## src/rtl/sdram_wr_burst_feeder.sv

```systemverilog
// Drains the SDRAM write-path FIFO (non-showahead read port) into bursts for the
// SDRAM controller write port, tracking a wrapping write address in the region.
module sdram_wr_burst_feeder #(
  parameter int              WIDTH     = 16,
  parameter int              ADDR      = 10,
  parameter int              BURST_LEN = 8,
  parameter int              AW        = 24,
  parameter logic [AW-1:0]   BASE_ADDR = '0,
  parameter logic [AW-1:0]   END_ADDR  = 24'h0FFFFF
) (
  input  logic             clk,
  input  logic             rst_n,
  output logic             fifo_rdreq,
  input  logic [WIDTH-1:0] fifo_q,
  input  logic             fifo_rdempty,
  input  logic [ADDR-1:0]  fifo_rdusedw,
  input  logic             flush,
  input  logic             frame_start,
  output logic             wr_req,
  input  logic             wr_ack,
  output logic [AW-1:0]    wr_addr,
  output logic [ADDR:0]    wr_len,
  input  logic             wr_data_req,
  output logic [WIDTH-1:0] wr_data,
  output logic             busy,
  output logic [15:0]      burst_cnt,
  output logic             err_underrun
);
  typedef enum logic [1:0] {IDLE, REQ, DATA, DONE} state_t;

  localparam logic [ADDR:0] BL = (ADDR+1)'(BURST_LEN);

  state_t          state_q, state_d;
  logic            wr_req_q, wr_req_d;
  logic [AW-1:0]   wr_addr_q, wr_addr_d;
  logic [ADDR:0]   wr_len_q, wr_len_d;
  logic [ADDR:0]   cnt_q, cnt_d;
  logic [15:0]     burst_cnt_q, burst_cnt_d;
  logic            err_q, err_d;
  logic            restart_q, restart_d;

  logic [ADDR:0]   lvl;
  logic [AW:0]     len_ext, next_end;
  logic            take;

  // A zero level with the FIFO non-empty means the FIFO is completely full.
  assign lvl      = {!fifo_rdempty && fifo_rdusedw == '0, fifo_rdusedw};
  assign take     = state_q == DATA && wr_data_req && cnt_q < wr_len_q;
  assign len_ext  = (AW+1)'(wr_len_q);
  // Last word the next burst would touch if it reused this burst's length.
  assign next_end = {1'b0, wr_addr_q} + len_ext + len_ext - (AW+1)'(1);

  assign fifo_rdreq   = take && !fifo_rdempty;
  assign wr_data      = fifo_q;
  assign wr_req       = wr_req_q;
  assign wr_addr      = wr_addr_q;
  assign wr_len       = wr_len_q;
  assign busy         = state_q != IDLE;
  assign burst_cnt    = burst_cnt_q;
  assign err_underrun = err_q;

  always_comb begin
    state_d     = state_q;
    wr_req_d    = wr_req_q;
    wr_addr_d   = wr_addr_q;
    wr_len_d    = wr_len_q;
    cnt_d       = cnt_q;
    burst_cnt_d = burst_cnt_q;
    err_d       = err_q;
    restart_d   = restart_q | frame_start;
    case (state_q)
      IDLE: begin
        // A restart (pending or arriving now) beats a launch; the launch retries next cycle.
        if (restart_q || frame_start) begin
          wr_addr_d = BASE_ADDR;
          restart_d = 1'b0;
        end else if (lvl >= BL) begin
          wr_len_d = BL;
          wr_req_d = 1'b1;
          state_d  = REQ;
        end else if (flush && lvl != '0) begin
          wr_len_d = lvl;
          wr_req_d = 1'b1;
          state_d  = REQ;
        end
      end
      REQ: begin
        if (wr_ack) begin
          wr_req_d = 1'b0;
          cnt_d    = '0;
          state_d  = DATA;
        end
      end
      DATA: begin
        if (take) begin
          cnt_d = cnt_q + (ADDR+1)'(1);
          if (fifo_rdempty) err_d = 1'b1;
          if (cnt_d == wr_len_q) state_d = DONE;
        end
      end
      default: begin
        burst_cnt_d = burst_cnt_q + 16'd1;
        if (next_end > {1'b0, END_ADDR}) wr_addr_d = BASE_ADDR;
        else                             wr_addr_d = wr_addr_q + AW'(wr_len_q);
        state_d = IDLE;
      end
    endcase
  end

  always_ff @(posedge clk or negedge rst_n) begin
    if (!rst_n) begin
      state_q     <= IDLE;
      wr_req_q    <= 1'b0;
      wr_addr_q   <= BASE_ADDR;
      wr_len_q    <= '0;
      cnt_q       <= '0;
      burst_cnt_q <= '0;
      err_q       <= 1'b0;
      restart_q   <= 1'b0;
    end else begin
      state_q     <= state_d;
      wr_req_q    <= wr_req_d;
      wr_addr_q   <= wr_addr_d;
      wr_len_q    <= wr_len_d;
      cnt_q       <= cnt_d;
      burst_cnt_q <= burst_cnt_d;
      err_q       <= err_d;
      restart_q   <= restart_d;
    end
  end
endmodule

```

## config.mk

```make
export PLATFORM = sky130hd
export DESIGN_NAME = sdram_wr_burst_feeder
export DESIGN_NICKNAME = d
export VERILOG_FILES = /design/src/rtl/sdram_wr_burst_feeder.sv
export SDC_FILE = /design/constraint.sdc
export NUM_CORES = 1
export LEC_CHECK = 0
export CAP_MARGIN = 0
export CORE_MARGIN = 8
export CORE_UTILIZATION = 40
export DETAILED_ROUTE_END_ITERATION = 8
export PLACE_DENSITY_LB_ADDON = 0.2
export SETUP_SLACK_MARGIN = 0.1
export SYNTH_ARGS = -nofsm -noshare
export SYNTH_HDL_FRONTEND = slang
export SYNTH_SLANG_ARGS = --single-unit
```

## constraint.sdc

```tcl
create_clock -name clk -period 6.24 [get_ports clk]
set_clock_uncertainty 0.15 [all_clocks]
set_input_delay 0.936 -clock clk [delete_from_list [all_inputs] [get_ports clk]]
set_output_delay 0.936 -clock clk [all_outputs]
set_load 0.005 [all_outputs]
```

* After elaboration in Yosys (flattened, before gate mapping) *
Index checks and enable logic that the tools add are counted.

word-level totals
  register bits after elaboration = 67
  logic and storage cells = 73
  memories kept = 0
  input bits = 33
  bits in read-only memories = 0
  latch bits = 0
  memory bits (writable) = 0

cells by class
  magnitude comparators = 3
  add/sub/neg operators = 6
  equal/unequal tests = 9
  divide/modulo/power cells = 0
  shift-type cells = 0
  muxes and demuxes = 22
  multipliers = 0
  bitwise operators = 3
  reduce and logical (&&, ||, !) cells = 22

operator list
  cell                     number
  $mux W24                 2
  $pmux W24 S2             1
  $mux W11                 4
  $add A24 B11 Y25         1
  $add A25 B11 Y25         1
  $gt A25 B20 Y1 const B   1
  $sub A25 B1 Y25 const B  1
  $add A24 B11 Y24         1
  $pmux W11 S2             1
  $add A16 B1 Y16 const B  1
  $mux W2                  6
  $add A11 B1 Y11 const B  1
  $eq A11 B11 Y1           1
  $ge A11 B4 Y1 const B    1
  $lt A11 B11 Y1           1
  $reduce_bool A11 Y1      1
  $logic_not A10 Y1        1
  $reduce_and A3 Y1        3
  $ne A2 B2 Y1 const B     4
  $reduce_bool A2 Y1       4
  $mux W1                  6
  $pmux W2 S3              1
  $logic_and A1 B1 Y1      5
  $reduce_and A5 Y1        1
  other kinds (14)         15

* Logic depth before layout (Yosys ltp) *
Gate-level depths: netlist (run 1).

  depth after elaboration = 8
  mapped depth = 17
  gate-level depth less buffers = 15

* Worst setup path before layout (run 1) *
No wires, ideal clock.

  path kind = reg2reg
  start point = register wr_addr_q[1] (netlist: wr_addr[1])
  end point = register wr_addr_q[19] (netlist: wr_addr[19])
  library setup time = 0.120 ns
  slack = 2.812 ns
  cell stages (with the launch flop) = 17
  period minus slack after synthesis = 3.428 ns
  data arrival time = 3.158 ns
  data required time = 5.970 ns
  cells stage by stage = dfrtp_1 > inv_1 > ha_1 > inv_1 > ha_1 > inv_1 > fa_1 > nand2b_1 > a21oi_2 > o311ai_1 > a211o_1 > mux2i_1 > nand3_1 > o311a_1 > buf_6 > a32o_1 > a31o_1

on the way
  word-level cells in the longest chain between the ends = 6
  elaborated cells between the ends (all ways) = 7

RTL lines
  what                    line  RTL
  from (decl)             35    logic [AW-1:0] wr_addr_q, wr_addr_d;
  from (signal assigned)  123   wr_addr_q <= wr_addr_d;
  $add A24 B11 Y25        51    assign next_end = {1'b0, wr_addr_q} + len_ext + len_ext - (AW+1)'(1);
  $add A25 B11 Y25        51
  $sub A25 B1 Y25         51
  $gt A25 B20 Y1          103   if (next_end > {1'b0, END_ADDR}) wr_addr_d = BASE_ADDR;
  $mux W24 (*)            103
  $pmux W24 S2 (*)        71    case (state_q)

Mark *: on every way between the ends. The rest lies on a longest branch, timed or not.
A chain may end at the register's enable or synchronous reset.

* Worst setup path after layout (run 1) *
  start point = register wr_len_q[1] (netlist: wr_len[1])
  end point = output fifo_rdreq

on the way
  word-level cells in the longest chain between the ends = 3

RTL lines
  what                    line  RTL
  from (decl)             36    logic [ADDR:0] wr_len_q, wr_len_d;
  from (signal assigned)  124   wr_len_q <= wr_len_d;
  $lt A11 B11 Y1          48    assign take = state_q == DATA && wr_data_req && cnt_q < wr_len_q;
  $logic_and A1 B1 Y1     48
  $logic_and A1 B1 Y1     53    assign fifo_rdreq = take && !fifo_rdempty;
  to (decl)               13    output logic fifo_rdreq,

Every way passes these cells.

==> results of run 1 <==
## sequential cells by signal (all words and copies together) (netlist names)
name          flops
burst_cnt        16
cnt_q            11
err_underrun      1
restart_q         1
state_q           2
wr_addr          24
wr_len           11
wr_req            1
## cell families after synthesis
group | count (synthesis)
simple gates | 193
fa+ha+maj | 75
buf+inv | 135
flops | 67
mux | 17
xor+xnor | 47
compound gates | 202
## synthesized netlist by cell type (5+ instances only)
master,n,share of area
sky130_fd_sc_hd__and2_1,6,0.0060
sky130_fd_sc_hd__a211oi_1,5,0.0060
sky130_fd_sc_hd__nand3_1,27,0.022
sky130_fd_sc_hd__o22ai_1,5,0.0050
sky130_fd_sc_hd__buf_4,16,0.019
sky130_fd_sc_hd__o21ai_0,31,0.025
sky130_fd_sc_hd__dfrtp_1,67,0.27
sky130_fd_sc_hd__nor4_1,11,0.011
sky130_fd_sc_hd__and3_1,9,0.0090
sky130_fd_sc_hd__xor2_1,15,0.021
sky130_fd_sc_hd__a21o_1,12,0.014
sky130_fd_sc_hd__mux2i_1,15,0.024
sky130_fd_sc_hd__a21oi_1,35,0.028
sky130_fd_sc_hd__buf_2,8,0.0064
sky130_fd_sc_hd__clkbuf_1,17,0.010
sky130_fd_sc_hd__nand4_1,10,0.010
sky130_fd_sc_hd__o21a_1,9,0.011
sky130_fd_sc_hd__xnor2_1,31,0.044
sky130_fd_sc_hd__nand2_1,44,0.027
sky130_fd_sc_hd__nor2b_1,7,0.0070
sky130_fd_sc_hd__inv_1,88,0.053
sky130_fd_sc_hd__a31oi_1,21,0.021
sky130_fd_sc_hd__ha_1,73,0.15
sky130_fd_sc_hd__o211ai_1,15,0.018
sky130_fd_sc_hd__o221ai_1,5,0.0070
sky130_fd_sc_hd__nor2_1,45,0.027
sky130_fd_sc_hd__a22o_1,8,0.011
sky130_fd_sc_hd__nor3_1,14,0.011
## routing by layer
metal,vias up,global-route usage
met5,-,0
met4,0,0.0436
met3,21,0.0473
met2,154,0.267
met1,2700,0.229
li1,2700,-
## worst max path at each step
stage,depth (start not counted),startpoint,end
after floorplan,16,wr_addr[1],wr_addr[19]
after global placement,11,wr_len[1],fifo_rdreq
after detailed placement,11,wr_len[1],fifo_rdreq
after CTS,11,wr_len[1],fifo_rdreq
after global routing,11,wr_len[1],fifo_rdreq
final,11,wr_len[1],fifo_rdreq
## critical path: cells and delay by family (launching register included)
kind	cells	cell delay, ns
AOI/OAI and AO/OA	5	1.32
adders and majority gates	1	0.28
buffers and inverters	2	0.56
DFF	1	0.49
and+or+nand+nor	3	0.65
## power by group
| group | internal (mW) | switching, mW |
|---|---|---|
| clock | 0.310 | 0.204 |
| combinational | 0.967 | 1.33 |
| sequential | 0.533 | 0.163 |
| total | 1.81 | 1.70 |
## cell type report
type | count | area share
Sequential cell | 67 | 0.233
Clock buffer | 10 | 0.0318
Clock inverter | 6 | 0.00904
Multi-Input combinational cell | 534 | 0.548
Tap cell | 188 | 0.0327
Inverter | 88 | 0.0459
Timing Repair Buffer | 73 | 0.100
## stage by stage
stage | setup WS [ns] | util
floorplan | 2.81 | -
global placement | 1.98 | 0.454
detailed placement | 1.88 | 0.454
CTS | 1.49 | 0.473
global route | 1.21 | 0.473
finish | 1.51 | 0.473
==> results.txt, run 1 <==
- Traced cell by cell, the critical path runs through inv_1 > ha_1 > nor2b_1 > o21a_1 > o21a_1 > o21ai_0 > a211o_1 > o22ai_1 > or2_2 > nor2_1 > clkdlybuf4s50_1.
* Hold-fix buffers, CTS: 0
* Share of synthesized flip-flops with an asynchronous set or reset: 1.00
- Routed vias: between 5,000 and 6,000
- The synthesized design contains 0 enable-type register cells.
- Summed over all cells, the static leakage comes to about 3.3 nW.
- Worst setup SP type: register
* Number of standard cells after synthesis: about 740
* Sequential area share after synthesis: 0.269
- Summed negative setup slack over all endpoints: 0 ns
* Final RePlAce weighted congestion: slightly below 0.9
- The floorplan step defined a die boundary enclosing ~20,000 sq um.
- Maximum count of clock buffers along a single path: 2
* ANT nets after route: 0
* Dpl cells: 950
- Antenna violations before repair: 0
- Counting the buffers created by CTS gives 9.
- Xor-xnor portion of the synthesized cell area: 0.0673
- Of the total synthesized cell area, the portion taken by AND, OR, NAND and NOR gates is 0.156.
- Arrival time at the worst endpoint: 3.64 ns
* Number of instances on the worst hold path: 1
- Transition at the pin with the smallest max-transition slack: just over 1 ns
* Placement-stage cell area: 6900 sq um
- Port buffering added ~70 buffers.
- Setup repair after global routing left no endpoint under its margin.
* Overflow left after global routing: 0
- Clock-pin slew was measured on the worst setup and hold paths at around 0.06 ns.
- The floorplan step defined a core boundary enclosing roughly 15,000 sq um.
* Number of ports placed on the die boundary: between 100 and 150
- Wire segments on met3 add up to about 1200 um in the final route.
* Final standard cell area without fillers: around 7200 sq um
* Outcome: finished, final reports clean
- The path with the worst hold slack has its endpoint at err_underrun.
- Worst Path Max Fanout: 15
- Setup repair bufs after CTS: 0
* Detailed placer's ending HPWL: 13,200 um
- Average instance area after synthesis: ~8.5 sq um
- Final standard cell count with taps included and fillers excluded: a little under 1,000
- Final hold viol count: 0
- The sequential cells in the finished layout cover a total of about 1700 sq um.
* Min-Delay Startpoint: err_underrun
- Subtracting the final worst setup slack from the clock period gives 4.73 ns.
* Multiplexer fraction of the synthesized cell area: 0.0283
- Reg2reg setup slack: between 1.5 and 2 ns
* Layout overhead on the synthesized area: 15.6%
* Maximum resistive drop on vdd: slightly above 0.2 mV
- The worst register-to-register path begins at wr_addr[1].
* Largest net degree at the start of global routing: 68
* Worst slew slack as a fraction of its limit: 0.318
* Number of clock sinks seen by CTS: 67
- The synthesized design contains between 60 and 70 register bits.
* Number of design-rule violations left by the first detailed-router iteration: about 310
- Top layer used by detailed routing: met4
* Starting utilization of the core area: 0.410
- Placement row count: 45
- In the finished design, the share of the clock period the worst path needs comes to 0.757.
* Final-layout worst hold slack: roughly 0.32 ns
- Most common cell type on the critical path: sky130_fd_sc_hd__o21a_1
- The largest individual stage delay along the critical path comes from the cell sky130_fd_sc_hd__o22ai_1.
* Areal power density over the cells: between 400 and 500 nW/um^2
- Most frequent standard cell in the layout excluding fill and tap cells: sky130_fd_sc_hd__inv_1
- Number of max-cap violations: 0
* DRC: 0
- After synthesis, the largest family of logic cells by area is compound AO/OA/AOI/OAI gates.
- Area of the multi-input gates: between 3000 and 4000 sq um
- Root Driver: sky130_fd_sc_hd__clkbuf_16
- In this run the critical register-to-register path is captured at wr_addr[0].
- In this run, distinct cell masters in the synthesized netlist total 76.
- Final total power: between 3 and 4 mW
- Number of antenna cells inserted: 0
- For the worst flop-to-flop path, the logic depth is 15.
- For this run, the detailed router's first-pass iteration total came to 5.
- Global-route wire length before repair: 27,800 um
- Number of nets in the synthesized netlist: about 840
* Post-synth top flop: sky130_fd_sc_hd__dfrtp_1
- Cell area after technology mapping: 6230 sq um
- The detailed router put a total of 8150 um of wire on met1.
* TritonCTS clock tree: yes
- Upper clock frequency limit: 0.212 GHz
- In this design, the stage delay of the slowest critical-path cell is roughly 0.73 ns.
* Synthesis warning total: 0
- The worst setup path is of the reg -> out kind.
* Highest-count cells in the layout ignoring fill and taps: 88 x sky130_fd_sc_hd__inv_1, 73 x sky130_fd_sc_hd__ha_1, 70 x sky130_fd_sc_hd__clkdlybuf4s50_1, 67 x sky130_fd_sc_hd__dfrtp_1, 45 x sky130_fd_sc_hd__nor2_1
* Final max-slew violation count: 0
- The H-tree was split into 3 levels.
- For the worst setup path, the data required time is between 5 and 6 ns.
- After detailed routing, the average wire length per cell comes to 17.7 um.
- Clock latency reported for the late side of the worst-skew pair: 0.34 ns
- The die is roughly 140 um wide.
- Count of cells resized by post-cts repair: 0
- In the final design database the tool counted approximately 880 nets.
- Of the total synthesized cell area, the portion taken by full adders, half adders and majority gates is 0.153.
* Vias per Instance: 5.77
- The path class of the tightest hold or removal check is reg -> reg.
- Via count of the first global-routing pass: roughly 5,300
- Setup violations remaining at the end of the flow were counted as 0.
- The share of the synthesized area in compound gates (AO/OA/AOI/OAI) came to 0.228.
- In this run the vertical extent of the chip is ~140 um.
* Fill cell total of the finished layout: 1,508
- Type of element capturing the critical path: output pin
* Fraction of layout cells with a size suffix above 1: 0.0566
* Tot GR Track Use: 0.171
* Wire length after detailed routing: about 17,000 um
- The routed design uses around 7600 um of met2 wire.
No activity file was read; power rests on OpenSTA's default activity.
==> run 2: changes to the inputs <==
==> constraint.sdc (replaced) <==
create_clock -name clk -period 4.75 [get_ports clk]
set_clock_uncertainty 0.15 [all_clocks]
set_input_delay 0.7125 -clock clk [delete_from_list [all_inputs] [get_ports clk]]
set_output_delay 0.7125 -clock clk [all_outputs]
set_load 0.005 [all_outputs]
==> run 2 against run 1 <==
  * Non-clock buffer count is 3 higher
  * Sequential cell count is the same
  * Register-to-register slack lost 1.5 ns
  * Utilization up 0.50 points
  * Clock-buffer cell count unchanged
  * Hold slack got worse by 0.0088 ns
  * Clock power increased by 52%
  * Global-route usage is 0.24 points higher
  * Critical endpoint unchanged
  * Setup slack lost 1.1 ns
  * Combinational power up 34%
  * Largest power group unchanged
  * Sequential power is 32% higher
==> results.txt, run 2 (synthesis gave the netlist of run 1 again) <==
* Number of antenna cells inserted: 0 (unchanged)
- Outcome: finished, final reports clean
- The count of final hold-check violations was 0 (unchanged).
* Number of ports placed on the die boundary: 104 (unchanged)
* Number of clock sinks seen by CTS: 67 (unchanged)
* Global-route wire length before repair: 28,400 um (+2.1%)
- Share of power burned in registers: 0.192 (-0.006)
- The effective utilization at floorplan was 0.410 (unchanged).
- Most frequent standard cell in the layout excluding fill and tap cells: sky130_fd_sc_hd__inv_1
- The number of fillers in the final layout is 1,466 (-2.8%).
- Clock slew at reported path FFs: 0.06 ns (about the same)
- The maximum fanout along the worst path is 15 (unchanged).
* DRC: 0 (unchanged)
* Post-layout nets: 884 (+0.34%)
- The layout cell share with drive strength beyond 1 was 0.0615 (+0.00490).
- Final worst-path setup slack: 0.371 ns (-1.14 ns)
* Clock latency reported for the late side of the worst-skew pair: 0.34 ns (about the same)
* Die extent in x: 141 um (unchanged)
- Clock power share: 0.164 (+0.018)
- Path type of the worst min-delay path: reg -> reg
- Detailed route wirelength on metal2: 7700 um (+1.6%)
* Final max-slew violation count: 0 (unchanged)
- Wire length after detailed routing: 17,100 um (-0.29%)
* ANT nets after route: 0 (unchanged)
* Internal power: 2.50 mW (+38%)
- Min-Delay Startpoint: err_underrun
- Overflow left after global routing: 0 (unchanged)
* Final RePlAce weighted congestion: 0.864 (-0.69%)
- The data required time of the critical path is 3.89 ns (-1.26 ns).
* Endpoint of the worst hold-timing path: err_underrun
* Number of instances on the worst hold path: 1 (unchanged)
* Placement row count: 45 (unchanged)
- The H-tree depth came to 3 (unchanged).
- Count of cells resized by post-cts repair: 1 (+1)
- The number of buffer cells added on primary ports is 71 (unchanged).
* Routed metal-1 wirelength: 7830 um (-4.0%)
- The number of cells on the worst reg-to-reg path is 15 (unchanged).
- Number of max-cap violations: 0 (unchanged)
- Post-route clock period utilization: 0.922
- Number of design-rule violations left by the first detailed-router iteration: 460 (+49%)
- Routed vias: 5,588 (+0.23%)
* Sw Share: 0.477 (-0.00762)
- The total setup violations reported at the end of the flow was 0 (unchanged).
* Arrival time at the worst endpoint: 3.52 ns (-0.12 ns)
- The transition time at the pin with the least slew margin was 1.07 ns (+0.0437 ns).
* First-pass iteration count of the detailed router: 4 (-1)
- Comb pwr share: 0.645 (-0.010)
- Tot GR Track Use: 0.174 (+0.00241)
* Worst slew slack as a fraction of its limit: 0.289 (-0.0292)
- Reg-to-reg critical path startpoint: wr_addr[1]
* Root Driver: sky130_fd_sc_hd__clkbuf_16
* Clock buffer count from CTS: 9 (unchanged)
* Setup repair after global routing missed its margin: false
- The sum of net half-perimeters after detailed placement was 13,300 um (+0.96%).
- Top layer used by detailed routing: met4
- The internal reg-to-reg setup slack was 0.41 ns (-1.49 ns).
- The net switching power figure is 2.28 mW (+34%).
- Type of element capturing the critical path: output pin
- Hold-fix buffers, CTS: 0 (unchanged)
* Total Die Area: 19,800 sq um (unchanged)
- Largest net degree at the start of global routing: 39 (-43%)
* Maximum resistive drop on vdd: 0.293 mV (+44%)
* Antenna violations before repair: 0 (unchanged)
- In this run the critical register-to-register path is captured at wr_addr[2].
- Maximum count of clock buffers along a single path: 2 (unchanged)
- Pre-CTS WS: 0.406 ns (-1.47 ns)
- Areal power density over the cells: 657 nW/um^2 (+35%)
- Layout overhead on the synthesized area: 16.8%
- The static leakage came to 3.31 nW (+1.3%).
- Via count of the first global-routing pass: 5,621 (+6.2%)
- The post-CTS setup buffer count is 0 (unchanged).
- Average detailed-routed wire length per instance: 17.6 um (-0.60%)
* Wire length on met3: 1290 um (+11%)
- The placeable core area is 15,200 sq um (unchanged).
- Height of the chip: 141 um (unchanged)
* Period minus WS final: around 4.4 ns
- Vias per Instance: 5.77 (about the same)
- The library cells used most frequently in the layout, excluding fill and tap cells, are 88 x sky130_fd_sc_hd__inv_1, 73 x sky130_fd_sc_hd__ha_1, 70 x sky130_fd_sc_hd__clkdlybuf4s50_1, 67 x sky130_fd_sc_hd__dfrtp_1, 45 x sky130_fd_sc_hd__nor2_1.
- Class of the most critical setup path: reg -> out
* Upper clock frequency limit: 0.228 GHz
* TritonCTS clock tree: yes
- The flip-flop count of the largest register, all copies and words added came to 24 (unchanged).
- Worst setup SP type: register
* Summed negative setup slack over all endpoints: 0 ns (unchanged)
-- run 2: cell types whose count changed in the layout (fill, tap and decap cells not counted), sizes merged --
cell and delta:
clkinvlp -1, clkinv -1, bufinv +2, buf +3
-- run 2: final cells by class --
type / instances / area (sq um) / area share
Clock buffer: 10 / 229 / 0.0315
Clock inverter: 6 / 113 / 0.0155
Inverter: 88 / 330 / 0.0454
Multi-Input combinational cell: 534 / 3950 / 0.543
Sequential cell: 67 / 1680 / 0.230
Tap cell: 188 / 235 / 0.0323
Timing Repair Buffer: 76 / 743 / 0.102
-- run 2: worst max path at each step --
stage	from	to	slack, ns	cells past startpoint
global placement	wr_len[1]	fifo_rdreq	0.48	11
global route	wr_addr[1]	wr_addr[2]	0.11	15
finish	wr_len[1]	fifo_rdreq	0.37	11
detailed placement	wr_len[1]	fifo_rdreq	0.41	11
CTS	wr_len[1]	fifo_rdreq	0.35	11
floorplan	wr_addr[1]	wr_addr[19]	1.32	16
-- run 2: power by group through the flow --
stage / sequential, mW / clock (mW) / combinational [mW]
finish: 0.916 / 0.783 / 3.08
global route: 0.939 / 0.825 / 3.39
CTS: 0.916 / 0.792 / 3.06
detailed placement: 0.923 / 0 / 3.02
global placement: 0.914 / 0 / 2.97
floorplan: 0.828 / 0 / 2.35
-- run 2: per-layer routing --
metal / GRT usage / vias to the layer above
li1: - / 2714
met1: 0.225 / 2665
met2: 0.277 / 189
met3: 0.0473 / 20
met4: 0.0526 / 0
met5: 0 / -
-- run 2: stage by stage --
step | hold WS (ns) | utilization | cell area (sq um) | std cells | power [mW]
2_1_floorplan | 0.267 | - | 6230 | 736 | 3.18
3_3_place_gp | 0.295 | 0.456 | 6930 | 953 | 3.88
3_5_place_dp | 0.296 | 0.456 | 6930 | 953 | 3.94
4_1_cts | 0.314 | 0.479 | 7270 | 969 | 4.77
5_1_grt | 0.347 | 0.479 | 7270 | 969 | 5.15
6_report | 0.309 | 0.479 | 7270 | 969 | 4.78
-- run 2: critical path: stages, from the launching register on --
cell and delay [ns]:
sky130_fd_sc_hd__dfrtp_1 0.49, sky130_fd_sc_hd__inv_1 0.14, sky130_fd_sc_hd__ha_1 0.30, sky130_fd_sc_hd__nor2b_1 0.13, sky130_fd_sc_hd__o21a_1 0.16, sky130_fd_sc_hd__o21a_1 0.16
sky130_fd_sc_hd__o21ai_0 0.20, sky130_fd_sc_hd__a211o_1 0.20, sky130_fd_sc_hd__o22ai_2 0.20, sky130_fd_sc_hd__or2_2 0.51, sky130_fd_sc_hd__nor2_1 0.15, sky130_fd_sc_hd__clkdlybuf4s50_1 0.52
==> run 3: changes to the inputs <==
--- a/config.mk
+++ b/config.mk
@@ -8,6 +8,7 @@
 export CAP_MARGIN = 0
 export CORE_MARGIN = 8
 export CORE_UTILIZATION = 40
+export CTS_CLUSTER_DIAMETER = 100
 export DETAILED_ROUTE_END_ITERATION = 8
 export PLACE_DENSITY_LB_ADDON = 0.2
 export SETUP_SLACK_MARGIN = 0.1
==> results of run 3 <==
No change in the layout: final DEF, timing and power equal those of run 2.
